[config.mk]
export PLATFORM = sky130hd
export DESIGN_NAME = bridge_rx
export DESIGN_NICKNAME = d
export VERILOG_FILES = /design/src/rtl/bridge_pkg.sv /design/src/rtl/bridge_rx.sv
export SDC_FILE = /design/constraint.sdc
export NUM_CORES = 1
export LEC_CHECK = 0
export CORE_ASPECT_RATIO = 1.25
export CORE_MARGIN = 3
export CORE_UTILIZATION = 57
export DETAILED_ROUTE_END_ITERATION = 8
export PLACE_DENSITY = 0.95
export RECOVER_POWER = 25
export SLEW_MARGIN = 20
export SYNTH_ARGS = -nofsm -noshare
export SYNTH_HDL_FRONTEND = slang
export SYNTH_SLANG_ARGS = --single-unit
[constraint.sdc]
create_clock -name clk -period 6.3 [get_ports clk]
set_input_delay 1.26 -clock clk [delete_from_list [all_inputs] [get_ports clk]]
set_output_delay 1.26 -clock clk [all_outputs]
set_load 0.02 [all_outputs]
[src/rtl/bridge_pkg.sv]
// Shared constants, state encoding and hex decode for the UART command parser.
package bridge_pkg;

  localparam int unsigned BUS_W = 16;

  localparam logic [7:0] CHAR_R  = 8'h52;
  localparam logic [7:0] CHAR_W  = 8'h57;
  localparam logic [7:0] CHAR_CR = 8'h0D;
  localparam logic [7:0] CHAR_LF = 8'h0A;

  typedef enum logic [2:0] {
    IDLE,
    READ_ADDR,
    READ_TERM,
    WRITE_ADDR,
    WRITE_DATA,
    WRITE_TERM,
    ERROR
  } state_e;

  // Returns {is_hex, nibble}; letters share the low-nibble offset in both cases.
  function automatic logic [4:0] hex_to_nibble(input logic [7:0] c);
    logic [4:0] r;
    r = 5'b0;
    if (c >= 8'h30 && c <= 8'h39) begin
      r = {1'b1, c[3:0]};
    end else if ((c >= 8'h41 && c <= 8'h46) || (c >= 8'h61 && c <= 8'h66)) begin
      r = {1'b1, c[3:0] + 4'd9};
    end
    return r;
  endfunction

endpackage

[src/rtl/bridge_rx.sv]
// ASCII command parser: 'R' AAAA <term> and 'W' AAAA DDDD <term> into 16-bit bus strobes.
module bridge_rx
  import bridge_pkg::*;
#(
  parameter int unsigned TIMEOUT_CYCLES = 0
) (
  input  logic             clk,
  input  logic             rst,
  input  logic [7:0]       data_i,
  input  logic             valid_i,
  output logic [BUS_W-1:0] addr_o,
  output logic [BUS_W-1:0] wdata_o,
  output logic [BUS_W-1:0] rdata_o,
  output logic             rw_o,
  output logic             valid_o,
  output logic             error_o
);

  state_e           state;
  logic [1:0]       dcnt;
  logic [BUS_W-1:0] addr_sr;
  logic [BUS_W-1:0] data_sr;
  logic [31:0]      tcnt;

  logic [4:0] hx;
  logic       is_term;
  logic       in_cmd;
  logic       timed_out;

  assign rdata_o   = '0;
  assign hx        = hex_to_nibble(data_i);
  assign is_term   = (data_i == CHAR_CR) || (data_i == CHAR_LF);
  assign in_cmd    = (state != IDLE) && (state != ERROR);
  assign timed_out = (TIMEOUT_CYCLES != 0) && in_cmd && !valid_i &&
                     (tcnt == TIMEOUT_CYCLES - 1);

  always_ff @(posedge clk or posedge rst) begin
    if (rst) begin
      state   <= IDLE;
      dcnt    <= '0;
      addr_sr <= '0;
      data_sr <= '0;
      tcnt    <= '0;
      addr_o  <= '0;
      wdata_o <= '0;
      rw_o    <= 1'b0;
      valid_o <= 1'b0;
      error_o <= 1'b0;
    end else begin
      valid_o <= 1'b0;
      error_o <= 1'b0;

      if (!in_cmd || valid_i) begin
        tcnt <= '0;
      end else if (TIMEOUT_CYCLES != 0) begin
        tcnt <= tcnt + 32'd1;
      end

      if (timed_out) begin
        state   <= ERROR;
        error_o <= 1'b1;
        tcnt    <= '0;
      end else if (valid_i) begin
        unique case (state)
          // ERROR lasts one cycle and handles a same-cycle byte exactly like IDLE.
          IDLE, ERROR: begin
            dcnt    <= '0;
            addr_sr <= '0;
            data_sr <= '0;
            if (data_i == CHAR_R) begin
              state <= READ_ADDR;
            end else if (data_i == CHAR_W) begin
              state <= WRITE_ADDR;
            end else begin
              state   <= IDLE;
              error_o <= !is_term;
            end
          end
          READ_ADDR, WRITE_ADDR, WRITE_DATA: begin
            if (hx[4]) begin
              if (state == WRITE_DATA) begin
                data_sr <= {data_sr[BUS_W-5:0], hx[3:0]};
              end else begin
                addr_sr <= {addr_sr[BUS_W-5:0], hx[3:0]};
              end
              dcnt <= dcnt + 2'd1;
              if (dcnt == 2'd3) begin
                if (state == READ_ADDR) begin
                  state <= READ_TERM;
                end else if (state == WRITE_ADDR) begin
                  state <= WRITE_DATA;
                end else begin
                  state <= WRITE_TERM;
                end
              end
            end else begin
              state   <= ERROR;
              error_o <= 1'b1;
            end
          end
          READ_TERM, WRITE_TERM: begin
            if (is_term) begin
              valid_o <= 1'b1;
              addr_o  <= addr_sr;
              wdata_o <= (state == WRITE_TERM) ? data_sr : '0;
              rw_o    <= (state == WRITE_TERM);
              state   <= IDLE;
            end else begin
              state   <= ERROR;
              error_o <= 1'b1;
            end
          end
          default: state <= IDLE;
        endcase
      end else if (state == ERROR) begin
        state <= IDLE;
      end
    end
  end

endmodule
==> flow_metrics.py, run 1 <==
metrics = {
    "outcome": {
        "status": "complete, no violations",
    },
    "logic_synthesis": {
        "yosys_warnings": 0,
        "ys_ff_latch": 72,
        "synth_edf_count": 0,
        "syn_inst": 316,
        "syn-cell-area_um2": 3570,
        "async_flop_share_pct": 100,
        "ys.flop_type": "dfrtp_1",
        "synth_cell_type_count": 64,
        "syn_area_per_cell_um2": 11.3,
        "synth_seq_area_share_pct": 50.5,
    },
    "clock_tree": {
        "clk_path_buf_depth": 2,
        "cts_tree": "done",
        "clkLatencyLatePin_ps": 340,
        "clk_transition_reported_paths_ps": 70,
        "postCtsHoldBufs": 0,
        "post_cts_buffers": 0,
        "htreeDepth": 3,
        "cts_resized": 0,
        "cts-root-buf": "clkbuf_8",
        "cts_sinks": 72,
        "cts_made_buffers": 9,
    },
    "cells_and_area": {
        "drive_gt1_share_pct": 15.3,
        "fillerInstances": 427,
        "n_antenna_cell": 0,
        "fin_cells": 441,
        "area_growth_syn_to_layout_pct": 16.3,
        "layout_commonest_cell": "dfrtp_1",
        "nNetsFinal": 371,
        "final_cell_mix": "dfrtp_1 (72), clkdlybuf4s50_1 (44), o21ai_0 (36)",
    },
    "detailed_routing": {
        "drt_pre_antenna_iters": 5,
        "drc": 0,
        "num_vias": 2629,
        "final_antenna_net_count": 0,
        "totalWireLength_mm": 7.23,
        "drtIter0Drc": 205,
        "avgViaCountPerCell": 5.96,
        "routedWlPerCell_um": 16.4,
    },
    "die": {
        "rows": 31,
        "pin_count": 62,
        "die_w_um": 76.8,
        "design.die.area_um2": 7250,
        "die_y_um": 94.5,
        "start_util_pct": 60.2,
        "core-area_um2": 5930,
    },
    "timing": {
        "max_freq_mhz": 277,
        "finClkSkew_ps": 5.71,
        "setup_viol": 0,
        "tightest_slew_ps": 845,
        "fin_tns_setup_ps": 0,
        "maxSlewHeadroom_pct": 43.7,
        "min_period_ps": 3610,
        "finalMaxSlewViolations": 0,
        "finalCritPeriodShare_pct": 57.3,
        "rsz0062_at_grt": "no",
        "hold_viol_final": 0,
    },
    "placed_design": {
        "gp_congestion": 0.890,
        "dp_cells": 426,
        "dp_hpwl_mm": 5.07,
        "port_buffers": 45,
    },
    "setup_path": {
        "cp.depth": 8,
        "crit_fanout": 16,
        "crit_path_end_kind": "flop",
        "cp_num_buf_inv": 2,
        "rrSetupSlack_ps": 3880,
        "cpPeakStageDelay_ps": 580,
        "cp_data_required_time_ps": 6530,
        "worstSetupStartpointType": "primary input",
        "cp_top_family": "compound AO/OA/AOI/OAI gates",
        "reg2regPathDepth": 4,
        "crit_arrival_ps": 3840,
        "crit_chain": "clkdlybuf4s50_1 -> inv_1 -> ha_1 -> or3b_1 -> nand3_1 -> a21oi_1 -> o31ai_4 -> mux2_2",
        "regToRegStartpoint": "state[1]",
        "timing.rr.end": "addr_o[6]",
        "crit_type": "primary input to flop",
        "cp_slowest_cell": "o31ai_4",
    },
    "global_route": {
        "grt_overflow_total": 0,
        "grt_antenna_before_repair": 0,
        "grt_max_degree": 73,
        "grt_pass1_vias": 2558,
        "track_usage_pct": 21.4,
        "grt_pass1_wl_mm": 12.3,
    },
    "pwr": {
        "p_per_area_nw_per_um2": 276,
        "power_mw": 1.15,
        "p_leak_nw": 1.90,
        "ir_worst_vdd_v": 0.000126,
    },
    "flow_run": {
        "maxCapViolCount": 0,
    },
    "worst_hold_path": {
        "hold_depth": 1,
        "whs_endpoint": "rw_o",
        "hold_path_class": "flop to flop",
        "min_from": "rw_o",
    },
}
[per-stage QoR]
| stage | util [%] | area [um^2] | setup WS [ps] | hold slack [ps] |
|---|---|---|---|---|
| CTS | 70.0 | 4150 | 2730 | 485 |
| detailed placement | 67.0 | 3980 | 2370 | 471 |
| floorplan | - | 3630 | 3220 | 460 |
| finish | 70.0 | 4150 | 2690 | 480 |
| global route | 70.0 | 4150 | 2540 | 509 |
| global placement | 67.0 | 3980 | 2480 | 460 |
[kinds of logic (layout without fill, tap and decap cells)]
kind of cell / count (synthesis) / count (layout) / share of synthesized area [%]
compound gates: 102 / 102 / 20.7
xor+xnor: 3 / 3 / 0.736
fa+ha+maj: 5 / 5 / 1.75
buf+inv: 42 / 70 / 6.87
flops: 72 / 72 / 50.5
mux: 20 / 20 / 7.61
other cells: 1 / 16 / 0.105
simple gates: 71 / 71 / 11.8
[power breakdown]
part	switching (mW)	total (mW)	leakage, nW	internal (mW)
Sequential	0.0540	0.537	1.00	0.483
Combinational	0.186	0.289	0.814	0.104
Clock	0.157	0.320	0.0817	0.163
Total	0.397	1.15	1.90	0.749
[registers in the layout (all words and copies together) (netlist names)]
name / count
addr_o: 16
addr_sr: 16
data_sr: 16
wdata_o: 16
state: 3
dcnt: 2
error_o: 1
rw_o: 1
valid_o: 1
[metal layers]
layer  vias to the layer above  wire length [um]  track usage [%]
met4                         0               214             11.3
met3                        21               430             5.34
li1                       1201                 -                -
met1                      1297              2930             25.3
met5                         -                 0                0
met2                       110              3650             36.1
[worst max-delay path by stage]
stage	startpoint	to	slack (ps)
after floorplan	rst	addr_o[0]	3220
after global placement	data_i[1]	addr_sr[1]	2480
after detailed placement	data_i[0]	addr_sr[1]	2370
after CTS	data_i[1]	addr_sr[1]	2730
after global routing	data_i[1]	addr_sr[1]	2540
final	data_i[1]	addr_sr[1]	2690
[cell type report]
type | count | area [um^2] | share of cell area (%)
flip-flops and latches | 72 | 1800 | 43.4
multi-input cells | 217 | 1580 | 38.0
repair buffers | 47 | 465 | 11.2
clock buffers | 13 | 159 | 3.83
well taps | 82 | 103 | 2.47
inverters | 8 | 30.0 | 0.723
clock inverters | 2 | 15.0 | 0.362
[Yosys cell counts, types with 2 or more instances]
library cell / instances / area [um^2]
buf_6: 3 / 33.8
dfrtp_1: 72 / 1800
and2_1: 2 / 12.5
mux2_2: 5 / 56.3
a22o_1: 20 / 175
nor3_1: 3 / 15.0
xnor2_1: 2 / 17.5
o22ai_1: 2 / 12.5
nor3_4: 2 / 32.5
nor2b_1: 5 / 31.3
nand3_1: 3 / 15.0
a211o_1: 2 / 17.5
a21oi_1: 6 / 30.0
mux2i_1: 2 / 20.0
mux2_4: 13 / 195
nor3b_1: 3 / 22.5
o21ai_0: 36 / 180
inv_1: 8 / 30.0
o2bb2ai_1: 2 / 17.5
nand2_1: 24 / 90.1
buf_4: 16 / 120
a22o_2: 9 / 90.1
clkbuf_1: 10 / 37.5
o31ai_1: 3 / 22.5
o211ai_1: 3 / 22.5
nor2_1: 11 / 41.3
buf_2: 4 / 20.0
nand2b_1: 2 / 12.5
ha_1: 5 / 62.6
a31oi_1: 3 / 18.8
o221ai_1: 2 / 17.5
Power figures use the tool's default switching activity.
==> run 2: changes to the inputs <==
--- a/config.mk
+++ b/config.mk
@@ -7,9 +7,9 @@
 export LEC_CHECK = 0
 export CORE_ASPECT_RATIO = 1.25
 export CORE_MARGIN = 3
-export CORE_UTILIZATION = 57
+export CORE_UTILIZATION = 53
 export DETAILED_ROUTE_END_ITERATION = 8
-export PLACE_DENSITY = 0.95
+export PLACE_DENSITY = 0.91
 export RECOVER_POWER = 25
 export SLEW_MARGIN = 20
 export SYNTH_ARGS = -nofsm -noshare
==> constraint.sdc (replaced) <==
create_clock -name clk -period 3.7 [get_ports clk]
set_input_delay 0.74 -clock clk [delete_from_list [all_inputs] [get_ports clk]]
set_output_delay 0.74 -clock clk [all_outputs]
set_load 0.02 [all_outputs]
==> flow_metrics.py, run 2 (same netlist as run 1, synthesis figures left out) <==
metrics = {
    "placed_design": {
        "port_buffers": 45,
        "dp_cells": 434,
        "gp_congestion": 0.889,
        "dp_hpwl_mm": 5.26,
        "placed_area_um2": 4030,
    },
    "detailed_routing": {
        "wl_met2_mm": 3.90,
        "routedWlPerCell_um": 17.1,
        "met1_length_mm": 3.20,
        "totalWireLength_mm": 7.68,
        "topRoutingLayerUsed": "met4",
        "drt_pre_antenna_iters": 6,
        "drc": 0,
        "num_vias": 2659,
        "avgViaCountPerCell": 5.91,
        "wl_met3_um": 457,
        "drtIter0Drc": 270,
        "final_antenna_net_count": 0,
    },
    "global_route": {
        "grt_pass1_wl_mm": 12.6,
        "track_usage_pct": 20.5,
        "grt_max_degree": 39,
        "grt_pass1_vias": 2563,
        "grt_overflow_total": 0,
        "grt_antenna_before_repair": 0,
    },
    "flow_run": {
        "maxCapViolCount": 0,
    },
    "setup_path": {
        "crit_path_end_kind": "flop",
        "reg2regPathDepth": 4,
        "crit_type": "primary input to flop",
        "timing.rr.end": "addr_o[6]",
        "regToRegStartpoint": "state[1]",
        "cp_data_required_time_ps": 3930,
        "crit_arrival_ps": 3190,
        "worstSetupStartpointType": "primary input",
        "rrSetupSlack_ps": 1350,
        "crit_path_start": "data_i[1]",
        "crit_fanout": 16,
    },
    "worst_hold_path": {
        "min_from": "rw_o",
        "whs_endpoint": "rw_o",
        "hold_path_class": "flop to flop",
        "hold_depth": 1,
    },
    "die": {
        "core-area_um2": 6370,
        "die_w_um": 79.4,
        "rows": 32,
        "die_y_um": 97.8,
        "start_util_pct": 56.1,
        "design.die.area_um2": 7760,
        "pin_count": 62,
    },
    "clock_tree": {
        "cts_sinks": 72,
        "cts_resized": 0,
        "cts_made_buffers": 9,
        "cts_tree": "done",
        "post_cts_buffers": 0,
        "htreeDepth": 3,
        "clk_transition_reported_paths_ps": 80,
        "postCtsHoldBufs": 0,
        "clkLatencyLatePin_ps": 340,
        "cts-root-buf": "clkbuf_8",
        "clk_path_buf_depth": 2,
    },
    "outcome": {
        "status": "complete, no violations",
    },
    "pwr": {
        "ir_worst_vdd_v": 0.000246,
        "power_mw": 2.10,
        "p_leak_nw": 1.95,
        "p_per_area_nw_per_um2": 495,
    },
    "timing": {
        "fin_tns_setup_ps": 0,
        "finClkSkew_ps": 10.0,
        "tightest_slew_ps": 1230,
        "rsz0062_at_grt": "no",
        "finalCritPeriodShare_pct": 80.0,
        "hold_viol_final": 0,
        "max_freq_mhz": 338,
        "setup_viol": 0,
        "finalMaxSlewViolations": 0,
        "maxSlewHeadroom_pct": 18.2,
        "min_period_ps": 2960,
    },
    "cells_and_area": {
        "fillerInstances": 466,
        "nNetsFinal": 376,
        "multi_input_area_um2": 1580,
        "layout_commonest_cell": "dfrtp_1",
        "final_cell_mix": "dfrtp_1 (72), clkdlybuf4s50_1 (44), o21ai_0 (36)",
        "register_area_um2": 1800,
        "fin_util_pct": 66.5,
        "area_growth_syn_to_layout_pct": 18.7,
        "n_antenna_cell": 0,
        "final_area_um2": 4240,
        "drive_gt1_share_pct": 17.3,
        "fin_cells": 450,
    },
}
## run 2: changes by cell type in the layout (fill, tap and decap cells not counted), moves of 2 or more
cell	before	now
clkbuf_1	2	0
bufinv_16	0	2
clkinv_2	0	2
buf_4	2	6
clkbuf_8	11	9
## run 2: per-stage QoR
step | setup WS, ps | hold slack [ps]
finish | 741 | 484
global route | 617 | 519
CTS | 791 | 488
detailed placement | 435 | 469
global placement | 533 | 467
floorplan | 1140 | 460
## run 2: routing by layer
metal / track usage (%) / vias up
met4: 7.54 / 0
met5: 0 / -
met1: 26.6 / 1295
met3: 4.06 / 14
li1: - / 1210
met2: 33.9 / 140
## run 2: worst max path at each step
stage                      end  slack [ps]  cells after the start
floorplan            addr_o[0]        1140                      1
global placement     addr_o[8]         530                      5
detailed placement  data_sr[1]         440                      8
CTS                 data_sr[1]         790                      8
global route        data_sr[7]         620                      3
finish              data_sr[1]         740                      8
## run 2: layout make-up
class / count / area share [%]
Sequential cell: 72 / 42.5
Multi-Input combinational cell: 217 / 37.3
Timing Repair Buffer: 52 / 11.8
Clock buffer: 9 / 2.92
Tap cell: 85 / 2.51
Clock inverter: 7 / 2.24
Inverter: 8 / 0.709
## run 2: power by group
group,leakage [nW],switching (mW),internal [mW]
combinational,0.840,0.316,0.184
clock,0.110,0.299,0.381
sequential,1.00,0.0930,0.822
## run 2: worst max-delay path: stages
cell             delay [ps]
clkdlybuf4s50_1         550
inv_1                    90
ha_1                    210
or3b_1                  390
nand3_1                 200
a31o_2                  370
nand2b_4                280
mux2_2                  350
==> run 3: changes to the inputs <==
--- a/config.mk
+++ b/config.mk
@@ -7,9 +7,9 @@
 export LEC_CHECK = 0
 export CORE_ASPECT_RATIO = 1.25
 export CORE_MARGIN = 3
-export CORE_UTILIZATION = 53
+export CORE_UTILIZATION = 48
 export DETAILED_ROUTE_END_ITERATION = 8
-export PLACE_DENSITY = 0.91
+export PLACE_DENSITY = 0.87
 export RECOVER_POWER = 25
 export SLEW_MARGIN = 20
 export SYNTH_ARGS = -nofsm -noshare
==> constraint.sdc (replaced) <==
create_clock -name clk -period 2.7 [get_ports clk]
set_input_delay 0.54 -clock clk [delete_from_list [all_inputs] [get_ports clk]]
set_output_delay 0.54 -clock clk [all_outputs]
set_load 0.02 [all_outputs]
==> flow_metrics.py, run 3 (same netlist as run 1, synthesis figures left out) <==
metrics = {
    "outcome": {
        "status": "complete, no violations",
    },
    "placed_design": {
        "pre_cts_slack_ps": -145,
        "dp_cells": 461,
        "dp_hpwl_mm": 5.51,
        "port_buffers": 45,
        "gp_congestion": 0.931,
    },
    "timing": {
        "tightest_slew_ps": 1190,
        "setup_viol": 0,
        "max_freq_mhz": 403,
        "rsz0062_at_grt": "no",
        "worst_slack_ps": 216,
        "finClkSkew_ps": 10.2,
        "finalCritPeriodShare_pct": 92.0,
        "whs_ps": 482,
        "maxSlewHeadroom_pct": 20.9,
        "finalMaxSlewViolations": 0,
        "min_period_ps": 2480,
        "hold_viol_final": 0,
    },
    "cells_and_area": {
        "multi_input_area_um2": 1580,
        "nNetsFinal": 398,
        "drive_gt1_share_pct": 22.0,
        "area_growth_syn_to_layout_pct": 23.9,
        "fillerInstances": 571,
        "register_area_um2": 1800,
        "fin_cells": 477,
        "n_antenna_cell": 0,
        "layout_commonest_cell": "dfrtp_1",
        "final_cell_mix": "dfrtp_1 (72), clkdlybuf4s50_1 (44), o21ai_0 (36)",
    },
    "clock_tree": {
        "cts_tree": "done",
        "postCtsHoldBufs": 0,
        "cts_sinks": 72,
        "htreeDepth": 3,
        "clkLatencyLatePin_ps": 350,
        "cts_resized": 0,
        "clk_path_buf_depth": 2,
        "clk_transition_reported_paths_ps": 80,
        "post_cts_buffers": 0,
        "cts-root-buf": "clkbuf_8",
        "cts_made_buffers": 9,
    },
    "global_route": {
        "grt_pass1_wl_mm": 12.5,
        "grt_max_degree": 41,
        "track_usage_pct": 18.2,
        "grt_antenna_before_repair": 0,
        "grt_pass1_vias": 2576,
        "grt_overflow_total": 0,
    },
    "detailed_routing": {
        "drt_pre_antenna_iters": 4,
        "drc": 0,
        "num_vias": 2660,
        "routedWlPerCell_um": 16.1,
        "totalWireLength_mm": 7.67,
        "final_antenna_net_count": 0,
        "avgViaCountPerCell": 5.58,
        "drtIter0Drc": 160,
    },
    "die": {
        "die_y_um": 102,
        "pin_count": 62,
        "start_util_pct": 50.2,
        "die_w_um": 83.1,
        "rows": 34,
        "core-area_um2": 7100,
        "design.die.area_um2": 8510,
    },
    "setup_path": {
        "crit_arrival_ps": 2760,
        "cp_data_required_time_ps": 2980,
        "cp_slowest_cell": "nor3_2",
        "crit_type": "primary input to flop",
        "crit_fanout": 13,
        "cpPeakStageDelay_ps": 620,
        "crit_chain": "clkdlybuf4s50_1 -> inv_1 -> ha_1 -> or3b_1 -> and3_1 -> nor2_2 -> nor3_2 -> a22o_1",
        "crit_path_end_kind": "flop",
        "worstSetupStartpointType": "primary input",
    },
    "worst_hold_path": {
        "hold_path_class": "flop to flop",
    },
    "pwr": {
        "ir_worst_vdd_v": 0.000382,
        "p_per_area_nw_per_um2": 649,
        "p_leak_nw": 2.06,
    },
    "flow_run": {
        "maxCapViolCount": 0,
    },
}
[run 3: critical path, delay by kind of cell]
kind,cells,cell delay [ps]
and+or+nand+nor,4,1170
AOI/OAI and AO/OA,1,240
adders and majority gates,1,210
buffers and inverters,2,590
[run 3: power breakdown]
group          leakage [nW]  switching, mW  internal (mW)
combinational         0.962          0.500          0.322
clock                0.0994          0.414          0.426
sequential             1.00         0.0827           1.13
total                  2.06          0.996           1.88
[run 3: path summary, 6_finish.rpt]
check / startpoint / endpoint / slack, ps / cells after the start
worst max-delay path: data_i[0] / addr_sr[0] / 220 / 8
worst min-delay path: rw_o / rw_o / 480 / 1
worst max register to register: state[1] / state[1] / 580 / 5
worst min register to register: rw_o / rw_o / 480 / 1
max in group asynchronous: rst / data_sr[13] / 510 / 3
min in group asynchronous: rst / addr_sr[13] / 940 / 2
[run 3: final cells by class]
cell class	instances	share of cell area, %
clock buffer	9	2.80
clock inverter	7	1.58
inverter	8	0.679
multi-input combinational	217	35.7
sequential	72	40.7
tap	90	2.55
timing repair buffer	74	16.0
[run 3: metal layers]
layer	wire length (um)	up-vias	track usage, %
met3	443	14	2.98
li1	-	1250	-
met2	3850	102	31.0
met4	160	0	8.18
met1	3210	1294	23.0
met5	0	-	0
[run 3: per-stage QoR]
stage | setup TNS (ps) | util [%] | total power, mW | cell area, um^2
6_report | 0 | 62.3 | 2.87 | 4420
5_1_grt | 0 | 62.3 | 3.00 | 4420
4_1_cts | 0 | 62.4 | 2.88 | 4440
3_5_place_dp | -1770 | 59.7 | 2.04 | 4240
3_3_place_gp | -258 | 59.7 | 2.03 | 4240
2_1_floorplan | 0 | - | 1.78 | 3630
